<file path="src/rtl/tt_capture_pkg.sv">
// -----------------------------------------------------------------------------
// tt_capture_pkg
// Shared definitions for the tt_capture truth-table sweeper:
//   state_e    - sweep FSM states
//   SETTLE_CW  - width of the settle counter (SETTLE range 0..15)
//   TT_W()     - packed truth-table width for a given input/output count
// -----------------------------------------------------------------------------
package tt_capture_pkg;

  typedef enum logic [1:0] {
    ST_IDLE   = 2'd0,
    ST_DRIVE  = 2'd1,
    ST_SAMPLE = 2'd2,
    ST_OUT    = 2'd3
  } state_e;

  localparam int SETTLE_CW = 4;

  // One bit per (output, input vector) pair.
  function automatic int TT_W(input int n_in, input int n_out);
    return n_out * (1 << n_in);
  endfunction

endpackage

</file>
<file path="src/rtl/tt_capture_idx.sv">
// -----------------------------------------------------------------------------
// tt_capture_idx
// Input-vector index counter plus settle-cycle counter for tt_capture.
// Ports:
//   i_clk, i_rst     clock, asynchronous active-high reset
//   i_clr            accepted start: both counters back to zero
//   i_cnt_en         DRIVE cycle: advance the settle counter
//   i_adv            SAMPLE of a non-terminal vector: step to the next index
//   o_idx            current index (N_IN+1 bits, never wraps)
//   o_x_nxt          low N_IN bits of the index after this edge
//   o_settle_done    settle counter is on the last DRIVE cycle
//   o_last           current index is the final input vector
// -----------------------------------------------------------------------------
module tt_capture_idx
  import tt_capture_pkg::*;
#(
  parameter int N_IN   = 3,
  parameter int SETTLE = 1
) (
  input  logic            i_clk,
  input  logic            i_rst,
  input  logic            i_clr,
  input  logic            i_cnt_en,
  input  logic            i_adv,
  output logic [N_IN:0]   o_idx,
  output logic [N_IN-1:0] o_x_nxt,
  output logic            o_settle_done,
  output logic            o_last
);

  localparam int IW = N_IN + 1;
  // SETTLE=0 never enters DRIVE, so the value used there is irrelevant.
  localparam logic [SETTLE_CW-1:0] SETTLE_LAST =
    (SETTLE > 0) ? SETTLE_CW'(SETTLE - 1) : {SETTLE_CW{1'b0}};
  localparam logic [IW-1:0] IDX_LAST = IW'((1 << N_IN) - 1);

  logic [IW-1:0]        r_idx;
  logic [IW-1:0]        w_idx_nxt;
  logic [SETTLE_CW-1:0] r_cnt;
  logic [SETTLE_CW-1:0] w_cnt_nxt;
  logic                 w_settle_done;

  assign w_settle_done = (r_cnt == SETTLE_LAST);

  // Next index / settle count.
  always_comb begin
    w_idx_nxt = r_idx;
    w_cnt_nxt = r_cnt;
    if (i_clr) begin
      w_idx_nxt = {IW{1'b0}};
      w_cnt_nxt = {SETTLE_CW{1'b0}};
    end else if (i_adv) begin
      w_idx_nxt = r_idx + IW'(1);
      w_cnt_nxt = {SETTLE_CW{1'b0}};
    end else if (i_cnt_en) begin
      if (w_settle_done) begin
        w_cnt_nxt = {SETTLE_CW{1'b0}};
      end else begin
        w_cnt_nxt = r_cnt + SETTLE_CW'(1);
      end
    end else begin
      w_idx_nxt = r_idx;
    end
  end

  // Counter registers.
  always_ff @(posedge i_clk or posedge i_rst) begin
    if (i_rst) begin
      r_idx <= {IW{1'b0}};
      r_cnt <= {SETTLE_CW{1'b0}};
    end else begin
      r_idx <= w_idx_nxt;
      r_cnt <= w_cnt_nxt;
    end
  end

  assign o_idx         = r_idx;
  assign o_x_nxt       = w_idx_nxt[N_IN-1:0];
  assign o_settle_done = w_settle_done;
  assign o_last        = (r_idx == IDX_LAST);

endmodule

</file>
<file path="src/rtl/tt_capture.sv">
// -----------------------------------------------------------------------------
// tt_capture
// Exhaustive stimulus driver / response collector for a combinational circuit.
// Walks every input vector on o_x, waits SETTLE cycles, samples i_f and builds
// the packed truth table o_tt (bit o*2^N_IN + i = f[o] at x == i), then offers
// it on a valid/ready handshake.
// Ports:
//   i_clk, i_rst     clock, asynchronous active-high reset
//   i_start          sweep request, honoured only in IDLE
//   o_x   / i_f      circuit stimulus / response
//   o_busy           sweep in progress
//   o_tt_valid       table available, held until i_tt_ready
//   o_tt             packed table, held until the next accepted start
// Optional macro TT_CAPTURE_CHECK_EN adds:
//   i_tt_exp         expected table
//   o_mismatch       per-output slice mismatch, valid while o_tt_valid
// -----------------------------------------------------------------------------
module tt_capture
  import tt_capture_pkg::*;
#(
  parameter int N_IN   = 3,
  parameter int N_OUT  = 2,
  parameter int SETTLE = 1
) (
  input  logic                          i_clk,
  input  logic                          i_rst,
  input  logic                          i_start,
  output logic [N_IN-1:0]               o_x,
  input  logic [N_OUT-1:0]              i_f,
  output logic                          o_busy,
  output logic                          o_tt_valid,
  input  logic                          i_tt_ready,
  output logic [TT_W(N_IN,N_OUT)-1:0]   o_tt
`ifdef TT_CAPTURE_CHECK_EN
  ,
  input  logic [TT_W(N_IN,N_OUT)-1:0]   i_tt_exp,
  output logic [N_OUT-1:0]              o_mismatch
`endif
);

  localparam int DEPTH = 1 << N_IN;
  localparam int TTW   = TT_W(N_IN, N_OUT);
  localparam int IW    = N_IN + 1;

  state_e            r_state;
  state_e            w_state_nxt;
  logic              w_clr;
  logic              w_cnt_en;
  logic              w_adv;
  logic              w_sample;
  logic [IW-1:0]     w_idx;
  logic [N_IN-1:0]   w_x_nxt;
  logic              w_settle_done;
  logic              w_last;
  logic [TTW-1:0]    r_tt;
  logic [TTW-1:0]    w_tt_nxt;
  logic [N_IN-1:0]   r_x;
  logic              r_busy;
  logic              r_valid;

  tt_capture_idx #(
    .N_IN   (N_IN),
    .SETTLE (SETTLE)
  ) u_idx (
    .i_clk         (i_clk),
    .i_rst         (i_rst),
    .i_clr         (w_clr),
    .i_cnt_en      (w_cnt_en),
    .i_adv         (w_adv),
    .o_idx         (w_idx),
    .o_x_nxt       (w_x_nxt),
    .o_settle_done (w_settle_done),
    .o_last        (w_last)
  );

  // Sweep FSM next-state and counter controls.
  always_comb begin
    w_state_nxt = r_state;
    w_clr       = 1'b0;
    w_cnt_en    = 1'b0;
    w_adv       = 1'b0;
    w_sample    = 1'b0;
    case (r_state)
      ST_IDLE: begin
        if (i_start) begin
          w_clr       = 1'b1;
          w_state_nxt = (SETTLE == 0) ? ST_SAMPLE : ST_DRIVE;
        end else begin
          w_state_nxt = ST_IDLE;
        end
      end
      ST_DRIVE: begin
        w_cnt_en = 1'b1;
        if (w_settle_done) begin
          w_state_nxt = ST_SAMPLE;
        end else begin
          w_state_nxt = ST_DRIVE;
        end
      end
      ST_SAMPLE: begin
        w_sample = 1'b1;
        // Terminal check happens before increment so idx never wraps.
        if (w_last) begin
          w_state_nxt = ST_OUT;
        end else begin
          w_adv       = 1'b1;
          w_state_nxt = (SETTLE == 0) ? ST_SAMPLE : ST_DRIVE;
        end
      end
      ST_OUT: begin
        // i_start is deliberately ignored here, even alongside i_tt_ready.
        if (i_tt_ready) begin
          w_state_nxt = ST_IDLE;
        end else begin
          w_state_nxt = ST_OUT;
        end
      end
      default: begin
        w_state_nxt = ST_IDLE;
      end
    endcase
  end

  // Next truth table: clear on start, write column idx of every output on sample.
  always_comb begin
    w_tt_nxt = r_tt;
    if (w_clr) begin
      w_tt_nxt = {TTW{1'b0}};
    end else if (w_sample) begin
      for (int o = 0; o < N_OUT; o++) begin
        for (int i = 0; i < DEPTH; i++) begin
          if (w_idx == IW'(i)) begin
            w_tt_nxt[o*DEPTH + i] = i_f[o];
          end else begin
            w_tt_nxt[o*DEPTH + i] = r_tt[o*DEPTH + i];
          end
        end
      end
    end else begin
      w_tt_nxt = r_tt;
    end
  end

  // State, table and registered outputs (decoded from the next state).
  always_ff @(posedge i_clk or posedge i_rst) begin
    if (i_rst) begin
      r_state <= ST_IDLE;
      r_tt    <= {TTW{1'b0}};
      r_x     <= {N_IN{1'b0}};
      r_busy  <= 1'b0;
      r_valid <= 1'b0;
    end else begin
      r_state <= w_state_nxt;
      r_tt    <= w_tt_nxt;
      r_busy  <= (w_state_nxt == ST_DRIVE) || (w_state_nxt == ST_SAMPLE);
      r_valid <= (w_state_nxt == ST_OUT);
      if ((w_state_nxt == ST_DRIVE) || (w_state_nxt == ST_SAMPLE)) begin
        r_x <= w_x_nxt;
      end else begin
        r_x <= {N_IN{1'b0}};
      end
    end
  end

  assign o_x        = r_x;
  assign o_busy     = r_busy;
  assign o_tt_valid = r_valid;
  assign o_tt       = r_tt;

`ifdef TT_CAPTURE_CHECK_EN
  logic [N_OUT-1:0] r_mismatch;

  // Per-output compare captured on entry to OUT (uses the table being written
  // at that same edge), held through OUT, zero elsewhere.
  always_ff @(posedge i_clk or posedge i_rst) begin
    if (i_rst) begin
      r_mismatch <= {N_OUT{1'b0}};
    end else if ((w_state_nxt == ST_OUT) && (r_state != ST_OUT)) begin
      for (int o = 0; o < N_OUT; o++) begin
        r_mismatch[o] <= (w_tt_nxt[o*DEPTH +: DEPTH] != i_tt_exp[o*DEPTH +: DEPTH]);
      end
    end else if (w_state_nxt == ST_OUT) begin
      r_mismatch <= r_mismatch;
    end else begin
      r_mismatch <= {N_OUT{1'b0}};
    end
  end

  assign o_mismatch = r_mismatch;
`endif

endmodule

</file>
<file path="config.mk">
export PLATFORM = sky130hd
export DESIGN_NAME = tt_capture
export DESIGN_NICKNAME = d
export VERILOG_FILES = /design/src/rtl/tt_capture_pkg.sv /design/src/rtl/tt_capture_idx.sv /design/src/rtl/tt_capture.sv
export SDC_FILE = /design/constraint.sdc
export NUM_CORES = 1
export LEC_CHECK = 0
export CAP_MARGIN = 30
export CORE_MARGIN = 2
export CORE_UTILIZATION = 45
export DETAILED_ROUTE_END_ITERATION = 12
export PLACE_DENSITY = 0.66
export SYNTH_ARGS = -nofsm -noshare
export SYNTH_HDL_FRONTEND = slang
export SYNTH_SLANG_ARGS = --single-unit
</file>
<file path="constraint.sdc">
create_clock -name i_clk -period 3.9 [get_ports i_clk]
set_input_delay 0.78 -clock i_clk [delete_from_list [all_inputs] [get_ports i_clk]]
set_output_delay 0.78 -clock i_clk [all_outputs]
set_load 0.05 [all_outputs]
</file>
==> results of run 1 <==
==> registers in the layout (all words and copies together) (netlist names) <==
register     flops
o_busy           1
u_idx.r_cnt      4
o_tt            16
o_x              3
o_tt_valid       1
r_state          2
u_idx.o_idx      4
==> area by class of cell <==
| type | count | area, um^2 |
|---|---|---|
| Fill cell | 318 | 1400 |
| Sequential cell | 31 | 776 |
| Multi-Input combinational cell | 105 | 714 |
| Timing Repair Buffer | 27 | 288 |
| Tap cell | 46 | 57.6 |
| Clock buffer | 6 | 51.3 |
| Inverter | 11 | 41.3 |
| Clock inverter | 1 | 5.00 |
==> worst min-delay path by stage <==
stage / end / slack [ns] / cells after the start
5_1_grt: o_tt[15] / 0.58 / 2
3_3_place_gp: o_tt[15] / 0.52 / 2
3_5_place_dp: o_tt[5] / 0.53 / 2
2_1_floorplan: u_idx.r_cnt[1] / 0.54 / 2
6_report: o_tt[13] / 0.54 / 2
4_1_cts: o_tt[15] / 0.55 / 2
==> report_power, final <==
group	switching [uW]	internal (uW)	total [uW]
logic	441	265	707
registers	110	414	524
clock network	102	83.4	186
total	654	763	1420
==> kinds of logic (layout without fill, tap and decap cells) <==
kind of cell	Yosys count	after routing	synth area share [%]
fa+ha+maj	7	7	5.63
simple gates	54	54	20.6
xor+xnor	1	1	0.563
flops	31	31	49.8
mux	13	13	8.52
buf+inv	15	45	4.26
compound gates	30	30	10.6
==> placed cells by master, fill, tap and decap left out, types with 2 or more instances in the layout <==
cell,Yosys,final
sky130_fd_sc_hd__nand2_1,19,19
sky130_fd_sc_hd__nand2b_1,2,2
sky130_fd_sc_hd__nand3_1,10,10
sky130_fd_sc_hd__a21oi_1,17,17
sky130_fd_sc_hd__inv_1,11,11
sky130_fd_sc_hd__nor3b_1,2,2
sky130_fd_sc_hd__ha_1,7,7
sky130_fd_sc_hd__mux2_2,2,2
sky130_fd_sc_hd__o21ai_0,9,9
sky130_fd_sc_hd__nor2_1,5,5
sky130_fd_sc_hd__clkdlybuf4s50_1,0,26
sky130_fd_sc_hd__dfrtp_1,31,31
sky130_fd_sc_hd__mux2i_1,11,11
sky130_fd_sc_hd__clkbuf_4,0,5
sky130_fd_sc_hd__nor2b_1,3,3
sky130_fd_sc_hd__and4bb_2,2,2
==> through the flow <==
step | instances | utilization [%]
floorplan | 151 | -
global placement | 219 | 55.4
detailed placement | 220 | 56.2
CTS | 227 | 57.9
global route | 227 | 57.9
finish | 227 | 57.9
==> per-layer routing <==
metal	global-route usage, %	up-vias	part of all wire, %
met2	31.3	29	49
met5	0	-	0
met4	7.50	0	1.4
met3	3.78	7	4.1
li1	-	585	-
met1	23.0	570	46
==> metrics.txt, run 1 <==
# TYPE chip_impl_metric gauge
chip_impl_metric{name="period_share",unit="%"} 59.3
chip_impl_metric{name="path_clk_slew",unit="ns"} 0.09
chip_impl_metric{name="grt_first_pass_wirelength",unit="mm"} 5.73
chip_impl_metric{name="port_buffers",unit=""} 26
chip_impl_metric{name="synth_area",unit="um^2"} 1560
chip_impl_metric{name="post_cts_resized",unit=""} 0
chip_impl_metric{name="yosysWarningCount",unit=""} 0
chip_impl_info{name="post-synth-top-area-cell",value="sky130_fd_sc_hd__dfrtp_1"} 1
chip_impl_metric{name="die-width",unit="um"} 62.8
chip_impl_metric{name="hpwlAfterDp",unit="mm"} 2.36
chip_impl_metric{name="worst-slew-pin-transition",unit="ns"} 0.592
chip_impl_metric{name="worstSkewPairLatency",unit="ns"} 0.32
chip_impl_metric{name="drc",unit=""} 0
chip_impl_metric{name="drt_iter0_drc",unit=""} 98
chip_impl_metric{name="num_antenna_cells",unit=""} 0
chip_impl_metric{name="power_density",unit="nW/um^2"} 733
chip_impl_info{name="grt_setup_unrepaired",value="no"} 1
chip_impl_info{name="critical_path.cell_chain",value="clkdlybuf4s50_1"} 1
chip_impl_metric{name="floorplan.initialDensity",unit="%"} 46.6
chip_impl_metric{name="crit_cells",unit=""} 1
chip_impl_metric{name="cpPeakStageDelay",unit="ns"} 0.82
chip_impl_metric{name="synth.distinct_cells",unit=""} 32
chip_impl_metric{name="floorplan.die.height",unit="um"} 62.8
chip_impl_metric{name="cts_setup_buffers",unit=""} 0
chip_impl_metric{name="gp_routability_congestion",unit=""} 0.772
chip_impl_metric{name="maxClockFrequency",unit="GHz"} 0.433
chip_impl_metric{name="edff_count_synth",unit=""} 0
chip_impl_metric{name="timing.max_cap.violations",unit=""} 0
chip_impl_info{name="cp-startpoint",value="o_tt[11]"} 1
chip_impl_metric{name="syn-num-nets",unit=""} 164
chip_impl_info{name="timing.rr.start",value="u_idx.o_idx[0]"} 1
chip_impl_metric{name="leakage",unit="uW"} 0.000882
chip_impl_metric{name="synthDominantCellAreaShare",unit="%"} 49.8
chip_impl_metric{name="post_drt_via_cell_ratio",unit=""} 5.25
chip_impl_metric{name="vias_in_the_first_global_route",unit=""} 1243
chip_impl_info{name="worst-setup-path-type",value="register to output pin"} 1
chip_impl_info{name="netlist_top_cells_area",value="sky130_fd_sc_hd__dfrtp_1 50%, sky130_fd_sc_hd__mux2i_1 7.1%, sky130_fd_sc_hd__ha_1 5.6%"} 1
chip_impl_metric{name="hold_ws",unit="ns"} 0.540
chip_impl_metric{name="slew_headroom",unit="%"} 60.5
chip_impl_metric{name="final.min_clock_period",unit="ns"} 2.31
chip_impl_metric{name="setup_violations",unit=""} 0
chip_impl_info{name="tritoncts_clock_tree",value="done"} 1
chip_impl_metric{name="dp_worst_setup_slack",unit="ns"} 1.61
chip_impl_metric{name="clock_skew",unit="ns"} 0.00949
chip_impl_metric{name="post-layout-total-power",unit="uW"} 1420
chip_impl_info{name="r2r_end",value="o_x[0]"} 1
chip_impl_metric{name="first_pass_iters",unit=""} 4
chip_impl_metric{name="routed_wire_length_per_instance",unit="um"} 13.9
chip_impl_metric{name="synth-async-reset-ratio",unit="%"} 100
chip_impl_info{name="yosys_most_used_dff",value="sky130_fd_sc_hd__dfrtp_1"} 1
chip_impl_metric{name="dpl-instance-area",unit="um^2"} 1880
chip_impl_metric{name="detailroute.via_count",unit=""} 1191
chip_impl_info{name="critPathTopFamily",value="buffers and inverters"} 1
chip_impl_metric{name="report.final.slew_viol_count",unit=""} 0
chip_impl_metric{name="h-tree-depth",unit=""} 2
chip_impl_metric{name="timing.critical_path.required",unit="ns"} 3.12
chip_impl_metric{name="area_delta_synth_final",unit="%"} 24.2
chip_impl_metric{name="synth_seq_cells",unit=""} 31
chip_impl_metric{name="grt_antenna_before_repair",unit=""} 0
chip_impl_metric{name="worst_ep_arrival_time",unit="ns"} 1.53
chip_impl_info{name="worstHoldStart",value="o_tt[13]"} 1
chip_impl_metric{name="final_hold_viol_count",unit=""} 0
chip_impl_info{name="cts_root_cell",value="sky130_fd_sc_hd__clkbuf_4"} 1
chip_impl_metric{name="grt_max_degree",unit=""} 23
chip_impl_metric{name="timing.setup.tns",unit="ns"} 0
chip_impl_metric{name="cts_buffer_depth",unit=""} 2
chip_impl_metric{name="drtAntennaViolNets",unit=""} 0
chip_impl_info{name="endpoint",value="o_tt[11]"} 1
chip_impl_info{name="timing.critical_path.slowest_stage_cell",value="sky130_fd_sc_hd__clkdlybuf4s50_1"} 1
chip_impl_info{name="setup.worst_path.end_class",value="output pin"} 1
chip_impl_metric{name="ioPinCount",unit=""} 27
chip_impl_info{name="min_delay_worst_type",value="register to register"} 1
chip_impl_metric{name="crit_path_max_fanout",unit=""} 2
chip_impl_info{name="critPathLaunchType",value="register"} 1
chip_impl_metric{name="cts.sink_count",unit=""} 31
chip_impl_metric{name="post_synth.cell_area_avg",unit="um^2"} 10.3
chip_impl_metric{name="cts-hold-fix-buffers",unit=""} 0
chip_impl_metric{name="postRouteWirelength",unit="mm"} 3.15
chip_impl_info{name="run_status",value="finished, final reports clean"} 1
chip_impl_info{name="netlist_top_cells_count",value="31 x sky130_fd_sc_hd__dfrtp_1, 19 x sky130_fd_sc_hd__nand2_1, 17 x sky130_fd_sc_hd__a21oi_1"} 1
chip_impl_metric{name="design_area",unit="um^2"} 1930
chip_impl_metric{name="die-area",unit="um^2"} 3950
chip_impl_metric{name="core.rowCount",unit=""} 21
chip_impl_metric{name="syn-instance-count",unit=""} 151
chip_impl_metric{name="grt_util_all_layers",unit="%"} 18.5
chip_impl_metric{name="globalRouteOverflowTotal",unit=""} 0
chip_impl_metric{name="vdd_drop_max",unit="uV"} 334
chip_impl_metric{name="post_route_cells_drive_above_1_share",unit="%"} 9.39
chip_impl_metric{name="timing.critical_path.buf_inv",unit=""} 1
chip_impl_metric{name="number_of_cell_instances_on_the_worst_register_to_register_path",unit=""} 7
chip_impl_metric{name="setup_ws",unit="ns"} 1.59
chip_impl_metric{name="final_nets",unit=""} 194
chip_impl_metric{name="ff2ff_setup_slack",unit="ns"} 1.90
chip_impl_metric{name="ys_seq_area_share",unit="%"} 49.8
chip_impl_metric{name="fp.coreArea",unit="um^2"} 3340
chip_impl_info{name="synth.most_common_cell",value="sky130_fd_sc_hd__dfrtp_1"} 1
chip_impl_metric{name="total_cts_buffers",unit=""} 5
Power figures use the tool's default switching activity.
==> inputs of run 2 (changes only) <==
==> constraint.sdc (replaced) <==
create_clock -name i_clk -period 2.3 [get_ports i_clk]
set_input_delay 0.46 -clock i_clk [delete_from_list [all_inputs] [get_ports i_clk]]
set_output_delay 0.46 -clock i_clk [all_outputs]
set_load 0.05 [all_outputs]
==> metrics.txt, run 2 (same netlist as run 1, synthesis figures left out) <==
# TYPE chip_impl_metric gauge
chip_impl_metric{name="vias_in_the_first_global_route",unit=""} 1316
chip_impl_metric{name="routed_wire_length_per_instance",unit="um"} 14.4
chip_impl_metric{name="floorplan.initialDensity",unit="%"} 46.6
chip_impl_metric{name="slew_headroom",unit="%"} 65.8
chip_impl_info{name="run_status",value="finished, final reports clean"} 1
chip_impl_metric{name="drc",unit=""} 0
chip_impl_metric{name="cts.sink_count",unit=""} 31
chip_impl_metric{name="worstSkewPairLatency",unit="ns"} 0.34
chip_impl_metric{name="total_cts_buffers",unit=""} 5
chip_impl_metric{name="grt_util_all_layers",unit="%"} 19.4
chip_impl_info{name="critical_path.cell_chain",value="clkdlybuf4s50_1"} 1
chip_impl_metric{name="maxClockFrequency",unit="GHz"} 0.502
chip_impl_metric{name="fp.coreArea",unit="um^2"} 3340
chip_impl_metric{name="largest_register_ffs",unit=""} 16
chip_impl_metric{name="clock_skew",unit="ns"} 0.00875
chip_impl_metric{name="gp_routability_congestion",unit=""} 0.793
chip_impl_metric{name="timing.critical_path.required",unit="ns"} 1.84
chip_impl_metric{name="post_route_cells_drive_above_1_share",unit="%"} 10.8
chip_impl_metric{name="number_of_cell_instances_on_the_worst_register_to_register_path",unit=""} 6
chip_impl_metric{name="port_buffers",unit=""} 26
chip_impl_info{name="final_common_cell",value="sky130_fd_sc_hd__dfrtp_1"} 1
chip_impl_metric{name="final_util",unit="%"} 58.4
chip_impl_metric{name="ioPinCount",unit=""} 27
chip_impl_metric{name="grt_max_degree",unit=""} 32
chip_impl_info{name="cts_root_cell",value="sky130_fd_sc_hd__clkbuf_4"} 1
chip_impl_info{name="tritoncts_clock_tree",value="done"} 1
chip_impl_metric{name="hold_ws",unit="ns"} 0.498
chip_impl_metric{name="post_cts_resized",unit=""} 0
chip_impl_metric{name="timing.max_cap.violations",unit=""} 0
chip_impl_info{name="timing.critical_path.slowest_stage_cell",value="sky130_fd_sc_hd__clkdlybuf4s50_1"} 1
chip_impl_info{name="worst-setup-path-type",value="register to output pin"} 1
chip_impl_metric{name="postRouteWirelength",unit="mm"} 3.32
chip_impl_metric{name="worst-slew-pin-transition",unit="ns"} 0.513
chip_impl_info{name="critPathTopFamily",value="buffers and inverters"} 1
chip_impl_info{name="min_delay_worst_type",value="input port to asynchronous set/reset pin"} 1
chip_impl_metric{name="core.rowCount",unit=""} 21
chip_impl_metric{name="detailroute.via_count",unit=""} 1219
chip_impl_metric{name="report.final.slew_viol_count",unit=""} 0
chip_impl_metric{name="vdd_drop_max",unit="uV"} 734
chip_impl_info{name="mostFrequentLayoutCells",value="31 x sky130_fd_sc_hd__dfrtp_1, 26 x sky130_fd_sc_hd__clkdlybuf4s50_1, 19 x sky130_fd_sc_hd__nand2_1, 17 x sky130_fd_sc_hd__a21oi_1"} 1
chip_impl_metric{name="timing.setup.tns",unit="ns"} 0
chip_impl_metric{name="timing.critical_path.buf_inv",unit=""} 1
chip_impl_metric{name="globalRouteOverflowTotal",unit=""} 0
chip_impl_metric{name="period_share",unit="%"} 86.6
chip_impl_metric{name="power_density",unit="nW/um^2"} 1270
chip_impl_metric{name="hpwlAfterDp",unit="mm"} 2.41
chip_impl_metric{name="ff2ff_setup_slack",unit="ns"} 0.31
chip_impl_metric{name="final_nets",unit=""} 197
chip_impl_info{name="setup.worst_path.end_class",value="output pin"} 1
chip_impl_metric{name="worst_ep_arrival_time",unit="ns"} 1.53
chip_impl_metric{name="h-tree-depth",unit=""} 2
chip_impl_metric{name="floorplan.die.height",unit="um"} 62.8
chip_impl_metric{name="setup_violations",unit=""} 0
chip_impl_metric{name="die-area",unit="um^2"} 3950
chip_impl_metric{name="num_antenna_cells",unit=""} 0
chip_impl_metric{name="die-width",unit="um"} 62.8
chip_impl_metric{name="first_pass_iters",unit=""} 4
chip_impl_metric{name="drtAntennaViolNets",unit=""} 0
chip_impl_metric{name="cpPeakStageDelay",unit="ns"} 0.81
chip_impl_metric{name="cts-hold-fix-buffers",unit=""} 0
chip_impl_info{name="timing.rr.start",value="u_idx.o_idx[0]"} 1
chip_impl_info{name="critPathLaunchType",value="register"} 1
chip_impl_metric{name="final.min_clock_period",unit="ns"} 1.99
chip_impl_metric{name="drt_iter0_drc",unit=""} 27
chip_impl_metric{name="final_hold_viol_count",unit=""} 0
chip_impl_metric{name="post_drt_via_cell_ratio",unit=""} 5.28
chip_impl_metric{name="crit_path_max_fanout",unit=""} 2
chip_impl_metric{name="area_delta_synth_final",unit="%"} 25.2
chip_impl_metric{name="path_clk_slew",unit="ns"} 0.10
chip_impl_metric{name="cts_setup_buffers",unit=""} 0
chip_impl_metric{name="cts_buffer_depth",unit=""} 2
chip_impl_metric{name="final-instance-count-excl-fill",unit=""} 231
chip_impl_metric{name="grt_first_pass_wirelength",unit="mm"} 5.98
chip_impl_metric{name="dp.cells",unit=""} 223
chip_impl_info{name="r2r_end",value="o_x[2]"} 1
chip_impl_info{name="grt_setup_unrepaired",value="no"} 1
chip_impl_metric{name="leakage",unit="uW"} 0.000894
chip_impl_metric{name="grt_antenna_before_repair",unit=""} 0
run 2: changes by cell type in the layout (fill, tap and decap cells not counted):
cell and delta:
sky130_fd_sc_hd__buf_16 -1, sky130_fd_sc_hd__buf_4 +4, sky130_fd_sc_hd__clkbuf_1 +1, sky130_fd_sc_hd__clkbuf_8 +1, sky130_fd_sc_hd__clkinv_2 -1
run 2: layer usage:
layer	track usage, %	vias to the layer above	share of wire [%]
li1	-	593	-
met1	23.2	600	46
met4	6.67	0	1.5
met5	0	-	0
met3	5.77	5	3.8
met2	33.2	21	49
run 2: metrics by stage:
stage | instance area (um^2) | setup WS (ns) | power (uW)
3_5_place_dp | 1880 | 0.329 | 2110
4_1_cts | 1950 | 0.306 | 2490
5_1_grt | 1950 | 0.142 | 2640
2_1_floorplan | 1560 | 0.604 | 1730
3_3_place_gp | 1880 | 0.331 | 2080
6_report | 1950 | 0.307 | 2470
run 2: how the worst max path moves through the flow:
stage                               from  endpoint  cells past startpoint
after global routing      u_idx.r_cnt[0]    o_x[2]                      7
after global placement           i_start    o_x[2]                      6
after detailed placement      i_tt_ready    o_x[0]                      6
after floorplan           u_idx.o_idx[0]    o_x[2]                      6
after CTS                       o_tt[14]  o_tt[14]                      1
final                           o_tt[14]  o_tt[14]                      1
run 2: area by class of cell:
cell class                      count  area [um^2]
Timing Repair Buffer               30          290
Clock buffer                        8         68.8
Tap cell                           46         57.6
Fill cell                         319         1390
Inverter                           11         41.3
Multi-Input combinational cell    105          714
Sequential cell                    31          776
run 2: power breakdown:
part           switching (uW)  leakage (uW)  internal, uW
clock network             189     0.0000386           180
registers                 144      0.000416           701
logic                     792      0.000439           462
total                    1120      0.000894          1340
